`src/rtl/imem_loader.sv`:
```
// Packs a byte stream into 32-bit instruction words and writes them to imem from byte address 0.
// Latency: 4 accepted bytes then one WRITE cycle per word; Done pulses the cycle after the last write.
// Backpressure: ByteReady is high only in COLLECT and is forced low combinationally while Abort is high.
// Build option: define IMEM_LOADER_CHECKSUM_EN to add a running 32-bit Checksum of written words.
module imem_loader #(
    parameter int ADDR_WIDTH = 8,
    parameter bit BIG_ENDIAN = 1'b1
) (
    input  logic                  Clk,
    input  logic                  Reset_n,
    input  logic                  Start,
    input  logic                  Abort,
    input  logic [ADDR_WIDTH:0]   WordCount,
    input  logic [7:0]            ByteIn,
    input  logic                  ByteValid,
    output logic                  ByteReady,
    output logic                  MemWrEn,
    output logic [31:0]           MemAddr,
    output logic [31:0]           MemWrData,
    output logic                  Busy,
    output logic                  Done,
`ifdef IMEM_LOADER_CHECKSUM_EN
    output logic [31:0]           Checksum,
`endif
    output logic                  Error
);

    typedef enum logic [1:0] {
        IDLE    = 2'd0,
        COLLECT = 2'd1,
        WRITE   = 2'd2,
        DONE    = 2'd3
    } state_t;

    // Largest legal WordCount: the whole memory.
    localparam logic [ADDR_WIDTH:0] MAX_WORDS = {1'b1, {ADDR_WIDTH{1'b0}}};
    localparam logic [ADDR_WIDTH:0] ONE_WORD  = {{ADDR_WIDTH{1'b0}}, 1'b1};

    state_t                state;
    logic [ADDR_WIDTH-1:0] word_idx;
    logic [ADDR_WIDTH:0]   word_cnt;
    logic [1:0]            byte_cnt;
    logic [1:0]            lane;
    logic [31:0]           asm_word;
    logic [31:0]           asm_next;
    logic                  byte_xfer;
    logic                  last_word;

    // Abort blocks the handshake in the same cycle so an aborted byte is never consumed.
    assign ByteReady = (state == COLLECT) && !Abort;
    assign byte_xfer = ByteReady && ByteValid;
    // An abort landing on the WRITE cycle suppresses the strobe.
    assign MemWrEn   = (state == WRITE) && !Abort;
    assign Busy      = (state == COLLECT) || (state == WRITE);
    assign Done      = (state == DONE);
    // Word index never exceeds count-1, so it cannot wrap even for a full-memory load.
    assign last_word = ({1'b0, word_idx} == (word_cnt - ONE_WORD));

    // Drop the incoming byte into its lane of the word being assembled.
    always_comb begin
        lane     = BIG_ENDIAN ? (2'd3 - byte_cnt) : byte_cnt;
        asm_next = asm_word;
        asm_next[{lane, 3'b000} +: 8] = ByteIn;
    end

    // Loader FSM together with its datapath and registered outputs.
    always_ff @(posedge Clk or negedge Reset_n) begin
        if (!Reset_n) begin
            state     <= IDLE;
            word_idx  <= '0;
            word_cnt  <= '0;
            byte_cnt  <= '0;
            asm_word  <= '0;
            MemAddr   <= '0;
            MemWrData <= '0;
            Error     <= 1'b0;
`ifdef IMEM_LOADER_CHECKSUM_EN
            Checksum  <= '0;
`endif
        end else begin
            Error <= 1'b0;
            case (state)
                IDLE: begin
                    if (Start) begin
                        if (WordCount == '0) begin
                            state <= DONE;
`ifdef IMEM_LOADER_CHECKSUM_EN
                            Checksum <= '0;
`endif
                        end else if (WordCount > MAX_WORDS) begin
                            Error <= 1'b1;
                        end else begin
                            word_cnt <= WordCount;
                            word_idx <= '0;
                            byte_cnt <= '0;
                            asm_word <= '0;
                            state    <= COLLECT;
`ifdef IMEM_LOADER_CHECKSUM_EN
                            Checksum <= '0;
`endif
                        end
                    end
                end
                COLLECT: begin
                    if (Abort) begin
                        state <= IDLE;
                    end else if (byte_xfer) begin
                        asm_word <= asm_next;
                        byte_cnt <= byte_cnt + 2'd1;
                        if (byte_cnt == 2'd3) begin
                            MemWrData <= asm_next;
                            MemAddr   <= {{(30 - ADDR_WIDTH){1'b0}}, word_idx, 2'b00};
                            state     <= WRITE;
                        end
                    end
                end
                WRITE: begin
                    if (Abort) begin
                        state <= IDLE;
                    end else begin
`ifdef IMEM_LOADER_CHECKSUM_EN
                        Checksum <= Checksum + MemWrData;
`endif
                        if (last_word) begin
                            state <= DONE;
                        end else begin
                            word_idx <= word_idx + ADDR_WIDTH'(1);
                            byte_cnt <= '0;
                            state    <= COLLECT;
                        end
                    end
                end
                default: begin
                    state <= IDLE;
                end
            endcase
        end
    end

endmodule
```
`config.mk`:
```
export PLATFORM = sky130hd
export DESIGN_NAME = imem_loader
export DESIGN_NICKNAME = d
export VERILOG_FILES = /design/src/rtl/imem_loader.sv
export SDC_FILE = /design/constraint.sdc
export NUM_CORES = 1
export LEC_CHECK = 0
export ABC_AREA = 1
export CAP_MARGIN = 30
export CORE_MARGIN = 2
export CORE_UTILIZATION = 52
export DETAILED_ROUTE_END_ITERATION = 10
export PLACE_DENSITY = 0.79
export SYNTH_ARGS = -nofsm -noshare
export SYNTH_HDL_FRONTEND = slang
export SYNTH_SLANG_ARGS = --single-unit
```
`constraint.sdc`:
```
create_clock -name Clk -period 4 [get_ports Clk]
set_input_delay 0.8 -clock Clk [delete_from_list [all_inputs] [get_ports Clk]]
set_output_delay 0.8 -clock Clk [all_outputs]
set_load 0.01 [all_outputs]
```
==> results by stage, run 1 <==
Hold path:
- The worst hold path belongs to the class in -> async.

Clock network:
- The count of buffers added by post-CTS timing repair for setup is 0.
- The clock net in this run drives a total of 94 sinks.
- The number of buffers added by the clock tree synthesis step is 9.
- Buffers inserted to repair hold after CTS numbered 0.
- The clock tree from TritonCTS is done.
- The root buffer cell is sky130_fd_sc_hd__clkbuf_8.
- The total number of H-tree levels is 3.
- For the worst-skew pair, the clock arrives at the later sink with an insertion delay of 0.37 ns.
- Clock-pin slew was measured on the worst setup and hold paths at 0.10 ns.
- No sink is reached through more buffers than the 2 on the longest clock path.
- The total of cells resized after clock tree synthesis is 0.

Routing:
- After detailed routing, the number of vias per cell comes to 5.35.
- The total via count in the routed design is 4111.
- The average routed wire per standard cell is 13.9 um.
- The length of the first detailed-routing pass in iterations is 5.
- The DRC violation count after routing is 0.
- The count of nets left with antenna violations once routing finished came out at 0.
- The first-iteration detailed-routing DRC count is 246.
- The total detailed-routing wirelength is 10600 um.

Layout:
- Of the cells placed in the final design, the portion with a size suffix greater than 1 is 0.0594.
- After the last flow step, the layout net total stands at 688.
- In the final layout, the multi-input gates occupy 1990 um2.
- For this run, the share of the core covered by cells in the final layout is 0.630.
- Compared with the post-synthesis result, the final layout area differs by 18.4%.
- After filler insertion, the fill cell instance count of the layout stands at 774.
- The number of antenna diodes in the final layout is 0.
- The sequential cell area in the final layout is 2350 um2.

Logic synthesis:
- In the post-synthesis netlist, the cell with the most instances is sky130_fd_sc_hd__dfrtp_1.
- Dividing the synthesized area by the synthesized cell count gives 8.23 um2.
- The fraction of registers with async set/reset is 1.00.
- The number of cells produced by synthesis is 594.
- The prevailing post-synth register cell is sky130_fd_sc_hd__dfrtp_1.
- The count of warnings emitted by yosys is 0.
- Ranked by instance count, the synthesized netlist is headed by sky130_fd_sc_hd__dfrtp_1, sky130_fd_sc_hd__nand2_1, sky130_fd_sc_hd__inv_1.
- The synthesized design spends more area on one cell type than any other, namely sky130_fd_sc_hd__dfrtp_1.
- The area share of the leading cell type in the synthesized netlist is 0.481.
- By area the synthesized netlist is led by sky130_fd_sc_hd__dfrtp_1, sky130_fd_sc_hd__nand2_1, sky130_fd_sc_hd__inv_1.
- The cell area after technology mapping is 4890 um2.
- In this run, distinct cell masters in the synthesized netlist total 32.
- The number of enable flip-flop cells after synthesis is 0.
- The number of storage elements in the synthesis netlist is 94.
- Of the synthesized area, sequential elements account for 0.481.

Global routing:
- The pin count of the biggest net entering global routing is 82.
- The total routing resource utilization after global routing is 0.225.
- The number of antenna violations at the first check in global routing is 0.
- The total grt overflow is 0.
- The via count of the first global-routing pass is 3901.
- The first global-routing pass estimated 18200 um of wire.

Power and ir drop:
- The peak ir drop on the vdd network is 323 uV.
- In this run the power density over the cells is 633 nW/um2.
- In this run the static leakage power is 2.77 nW.
- The overall power after layout is 3.67 mW.

Floorplanning:
- 91 I/O pins were placed.
- The die covers 10200 um2.
- The floorplan step set the die height to 101 um.
- The floorplan has 35 rows.
- The width of the die is 101 um.
- The initial utilization of the core area, before any placement, comes to 0.532.
- The placeable core region is 9200 um2.

STA:
- The hold violation count in the final report is 0.
- For this run, the top clock speed supported by timing is 326 MHz.
- For the pin with the worst max-slew slack, the measured transition is 0.842 ns.
- In the finished design, the share of the clock period the worst path needs comes to 0.767.
- The total count of max-transition violations in the final report is 0.
- The total setup violations reported at the end of the flow is 0.
- The time the final worst path needs with I/O delays and setup is 3.07 ns.
- The total negative slack for setup checks is 0 ns.
- The worst slew margin relative to its limit is 0.437.
- The worst clock skew on the final layout is 0.0104 ns.
- Setup repair after global routing left no endpoint under its margin.

Worst setup path:
- The kind of end point of the critical path is an output pin.
- STA classifies the critical path startpoint as a flip-flop.
- The data arrival time at the worst-slack endpoint is 2.27 ns.
- The required time of the critical path is 3.20 ns.
- The worst setup path is of the reg -> out kind.
- In this run the worst path has a maximum fanout of 9.

Place:
- The sum of net half-perimeters after detailed placement is 7660 um.
- At the end of routability-driven placement, the weighted congestion stood at 0.910.
- In this run the tool buffered the top-level ports with 66 buffer cells.

Status:
- The flow ran to the end, and the final reports show no timing, DRC or antenna violations.

Run:
- The count of max-cap constraint violations is 0.
==> flip-flops by register name, summed over array words and instances (netlist names) <==
| name | cells |
|---|---|
| Error | 1 |
| MemAddr | 8 |
| MemWrData | 32 |
| asm_word | 32 |
| byte_cnt | 2 |
| state | 2 |
| word_cnt | 9 |
| word_idx | 8 |
==> cell families after synthesis <==
logic type      count (synthesis)  synth area share
compound gates                116             0.133
xor+xnor                        7            0.0125
fa+ha+maj                      14            0.0358
buf+inv                       137             0.130
flops                          94             0.481
mux                             9            0.0207
other cells                     1          0.000767
simple gates                  216             0.186
==> routing by layer <==
metal | track usage | vias to the layer above | routed length, um
met5 | 0 | - | 0
met4 | 0.0915 | 0 | 193
met3 | 0.0326 | 20 | 683
met2 | 0.363 | 166 | 5100
met1 | 0.305 | 1933 | 4660
li1 | - | 1992 | -
==> stage by stage <==
stage	cell area, um2	setup slack, ns	std cells	hold WS (ns)
after global routing	5790	0.712	768	0.203
final	5790	0.932	768	0.222
after floorplan	4980	1.69	617	0.464
after CTS	5760	0.903	767	0.507
after global placement	5510	0.738	751	0.470
after detailed placement	5510	0.666	751	0.491
==> power by group <==
| group | internal, mW | switching [mW] | total (mW) |
|---|---|---|---|
| Clock | 0.438 | 0.352 | 0.790 |
| Sequential | 1.20 | 0.161 | 1.36 |
| Combinational | 0.621 | 0.896 | 1.52 |
==> critical path, cell delays in order (launching register included) <==
cell and delay, ns:
sky130_fd_sc_hd__dfrtp_1 0.42, sky130_fd_sc_hd__inv_1 0.11, sky130_fd_sc_hd__ha_1 0.26, sky130_fd_sc_hd__clkinv_1 0.25, sky130_fd_sc_hd__nor2_1 0.27, sky130_fd_sc_hd__clkdlybuf4s50_1 0.59
==> cell type report <==
cell class	count	share of cell area
timing repair buffer	72	0.125
sequential	94	0.406
clock buffer	10	0.0238
inverter	89	0.0577
clock inverter	6	0.0201
tap	111	0.0240
multi-input combinational	386	0.343
==> cell usage in the layout, fill, tap and decap left out <==
cell,synthesis,layout
sky130_fd_sc_hd__nand3_2,1,1
sky130_fd_sc_hd__clkinv_4,0,1
sky130_fd_sc_hd__nor3_1,3,3
sky130_fd_sc_hd__mux2_2,7,7
sky130_fd_sc_hd__nand3_1,21,21
sky130_fd_sc_hd__a21oi_2,1,1
sky130_fd_sc_hd__buf_4,28,6
sky130_fd_sc_hd__clkbuf_8,0,10
sky130_fd_sc_hd__ha_1,14,14
sky130_fd_sc_hd__inv_1,86,86
sky130_fd_sc_hd__nand2_1,92,92
sky130_fd_sc_hd__mux2_1,2,2
sky130_fd_sc_hd__clkdlybuf4s50_1,0,65
sky130_fd_sc_hd__nor2_2,1,1
sky130_fd_sc_hd__conb_1,1,24
sky130_fd_sc_hd__clkinv_1,1,1
sky130_fd_sc_hd__nand4_1,11,11
sky130_fd_sc_hd__a211oi_1,1,1
sky130_fd_sc_hd__nor3_4,1,1
sky130_fd_sc_hd__nor2_1,81,81
sky130_fd_sc_hd__bufinv_16,0,3
sky130_fd_sc_hd__o22ai_1,49,49
sky130_fd_sc_hd__o21ai_0,14,14
sky130_fd_sc_hd__nand2_2,1,1
sky130_fd_sc_hd__xnor2_1,2,2
sky130_fd_sc_hd__o21ai_2,1,1
sky130_fd_sc_hd__inv_6,0,2
sky130_fd_sc_hd__buf_16,0,1
sky130_fd_sc_hd__xor2_1,5,5
sky130_fd_sc_hd__nor4_1,2,2
sky130_fd_sc_hd__dfrtp_1,94,94
sky130_fd_sc_hd__nand4_2,1,1
sky130_fd_sc_hd__and3_1,1,1
sky130_fd_sc_hd__inv_2,2,2
sky130_fd_sc_hd__a21oi_1,50,50
==> path summary, 6_finish.rpt <==
| kind | start | end | slack, ns | cells past startpoint |
|---|---|---|---|---|
| worst max-delay path | state[0] | MemWrEn | 0.93 | 5 |
| worst min-delay path | Reset_n | MemWrData[3] | 0.22 | 1 |
| worst min register to register | MemWrData[15] | MemWrData[15] | 0.51 | 1 |
| max in group asynchronous | Reset_n | word_cnt[0] | 2.98 | 3 |
| worst max register to register | state[1] | MemWrData[4] | 1.20 | 9 |
| min in group Clk | MemWrData[15] | MemWrData[15] | 0.51 | 1 |
(Power assumes the default switching activity.)
==> run 2, diff against run 1 <==
- CORE_UTILIZATION: 52 -> 48
- PLACE_DENSITY: 0.79 -> 0.76
- clock period: 4 -> 2.7 ns (I/O delays scaled with it)
==> run 2 against run 1 <==
  * Highest routed layer unchanged
  * Power up 42%
  * First-iteration DRC count is 3.7% lower
  * Sequential cell count unchanged
  * Largest cell class unchanged
  * Critical path type unchanged
  * Register-to-register slack worse by 0.67 ns
  * Critical endpoint unchanged
  * Cell count increased by 3.5%
==> results by stage, run 2 (same netlist as run 1, synthesis figures left out) <==
Clock network:
- The clock-pin slew on the worst setup and hold paths was 0.09 ns (about the same).
- The post-cts hold buffer count came to 0 (unchanged).
- The clock net sink count is 94 (unchanged).
- The later-pin clock latency in the skew report was 0.37 ns (about the same).
- The number of buffers added by the clock tree synthesis step is 9 (unchanged).
- The total number of H-tree levels is 3 (unchanged).
- The count of buffers added by post-CTS timing repair for setup is 0 (unchanged).
- The number of buffers between clock root and the deepest sink is 2 (unchanged).
- The root buffer cell is sky130_fd_sc_hd__clkbuf_8.
- TritonCTS built the clock tree.
- The total of cells resized after clock tree synthesis came to 0 (unchanged).

Place:
- The count of buffers inserted at the top-level ports is 66 (unchanged).
- The number of cells after detailed placement is 780 (+3.9%).
- The routability congestion estimate was 0.812 (-11%).
- The worst setup slack after placement is 0.0653 ns (-0.601 ns).
- The area of placed instances is 5610 um2 (+1.9%).
- The sum of net half-perimeters after detailed placement is 7920 um (+3.3%).

Worst setup path:
- The largest fanout of any net on the critical path is 4 (-5).
- The category of the worst setup path launch point is a flip-flop.
- The signal on the critical path passes through inv_1, ha_1, clkinv_1, nor2_2, clkdlybuf4s50_1.
- The data arrival time at the worst-slack endpoint is 2.03 ns (-0.24 ns).
- The cell type group with the largest total delay on the critical path is buffers and inverters.
- STA classifies the critical path endpoint as an output pin.
- The kind of critical path is reg -> out.
- The required time of the critical path is 2.16 ns (-1.04 ns).
- The number of buffers and inverters on the critical path is 3 (unchanged).
- Among all stages on the critical path, the largest delay is contributed by sky130_fd_sc_hd__clkdlybuf4s50_1.
- The maximum single-stage delay on the critical path is 0.56 ns (-0.03 ns).

STA:
- The worst slew margin relative to its limit is 0.651 (+0.213).
- The worst hold slack was 0.136 ns (-0.0860 ns).
- The total negative slack for setup checks was 0 ns (unchanged).
- The time the final worst path needs with I/O delays and setup is 2.57 ns.
- The hold violation count in the final report is 0 (unchanged).
- The worst clock skew on the final layout is 0.00836 ns (-0.00200 ns).
- The highest attainable clock frequency is 389 MHz.
- The total setup violations reported at the end of the flow is 0 (unchanged).
- The post-layout worst setup margin was 0.128 ns (-0.805 ns).
- Setup repair after global routing left no endpoint under its margin.
- In the finished design, the share of the clock period the worst path needs comes to 0.953.
- The total count of max-transition violations in the final report is 0 (unchanged).
- The worst-margin pin slew is 0.524 ns (-0.318 ns).

Power and ir drop:
- The power per cell area is 897 nW/um2 (+42%).
- The leakage power summed over all cells is 2.76 nW (-0.38%).
- The overall power after layout was 5.20 mW (+42%).
- The peak ir drop on the vdd network is 464 uV (+44%).

Routing:
- The count of antenna-violating nets left after detailed routing is 0 (unchanged).
- The met3 routed wirelength is 645 um (-5.6%).
- The met2 wire length is 5340 um (+4.6%).
- The uppermost layer routed is met4.
- The length of the first detailed-routing pass in iterations is 5 (unchanged).
- The average routed wire per standard cell is 13.6 um (-2.0%).
- The detailed-route wire length on metal 1 was 4670 um (+0.13%).
- The first-iteration detailed-routing DRC count is 237 (-3.7%).
- The total detailed-routing wirelength is 10800 um (+1.4%).
- The total via count in the routed design is 4084 (-0.66%).
- The via density per instance is 5.14 (-4.0%).
- The DRC violation count after routing came to 0 (unchanged).

Layout:
- Leaving out fill and tap cells, the most frequent cell in the layout is sky130_fd_sc_hd__dfrtp_1.
- The share of final-layout standard cells stronger than drive strength 1 was 0.0680 (+0.00862).
- The number of diodes came to 0 (unchanged).
- The final core area utilization came to 0.590 (-0.0401).
- The post-layout net count is 694 (+0.87%).
- The area overhead of the layout relative to synthesis came to 18.4% (about the same).
- The cell area after layout came to 5790 um2 (about the same).
- The library cells used most frequently in the layout, excluding fill and tap cells, are sky130_fd_sc_hd__dfrtp_1, sky130_fd_sc_hd__nand2_1, sky130_fd_sc_hd__inv_1, sky130_fd_sc_hd__nor2_1, sky130_fd_sc_hd__clkdlybuf4s50_1.
- The final instance count without filler cells is 795 (+3.5%).
- The largest registers in the layout are MemWrData: 32 flops, asm_word: 32 flops, word_cnt: 9 flops.

Floorplanning:
- The width of the die is 105 um (+3.9%).
- The number of placed I/O pins came to 91 (unchanged).
- The starting density of the core came to 0.498 (-0.0337).
- The die height is 105 um (+3.9%).
- The placeable core region is 9820 um2 (+6.8%).
- The number of cell rows came to 36 (+2.9%).
- The die outline area is 11000 um2 (+8.0%).

Run:
- The count of max-cap constraint violations is 0 (unchanged).

Global routing:
- The pin count of the biggest net entering global routing is 57 (-30%).
- The wire length of the first global-routing pass was 18500 um (+1.8%).
- The via count of the first global-routing pass is 4049 (+3.8%).
- The number of antenna violations at the first check in global routing is 0 (unchanged).
- The total grt overflow is 0 (unchanged).
- The total routing resource utilization after global routing is 0.207 (-0.0174).

Status:
- The run finished with clean final reports.

Hold path:
- The path class of the tightest hold or removal check is in -> async.
[run 2: cell count changes in the layout (fill, tap and decap cells not counted)]
cell and delta:
sky130_fd_sc_hd__clkinvlp_4 +1, sky130_fd_sc_hd__inv_6 -1, sky130_fd_sc_hd__buf_12 +2, sky130_fd_sc_hd__bufinv_16 -3
sky130_fd_sc_hd__nor2_2 +1, sky130_fd_sc_hd__buf_16 -1, sky130_fd_sc_hd__buf_4 +5, sky130_fd_sc_hd__nor2_1 -1
sky130_fd_sc_hd__clkinv_2 +2
[run 2: path summary, 6_finish.rpt]
check / start / end / slack (ns) / cells past startpoint
max: state[0] / MemWrEn / 0.13 / 5
min: Reset_n / asm_word[31] / 0.14 / 1
max reg2reg: word_cnt[0] / word_idx[4] / 0.53 / 12
min reg2reg: MemAddr[9] / MemAddr[9] / 0.49 / 1
max in group asynchronous: Reset_n / MemWrData[19] / 1.90 / 2
min in group Clk: MemAddr[9] / MemAddr[9] / 0.49 / 1
[run 2: area by class of cell]
type,count,area [um2]
Inverter,89,334
Sequential cell,94,2350
Timing Repair Buffer,78,773
Tap cell,133,166
Clock buffer,10,138
Fill cell,905,4030
Multi-Input combinational cell,386,1990
Clock inverter,5,35.0
[run 2: power by group]
group          internal, mW  switching [mW]  total (mW)
Clock                 0.356           0.500       0.856
Combinational         0.985            1.36        2.34
Sequential             1.78           0.223        2.00
Total                  3.12            2.08        5.20
[run 2: layer usage]
metal,up-vias,GRT usage
li1,1998,-
met1,1930,0.269
met5,-,0
met3,17,0.0356
met2,139,0.348
met4,0,0.0771
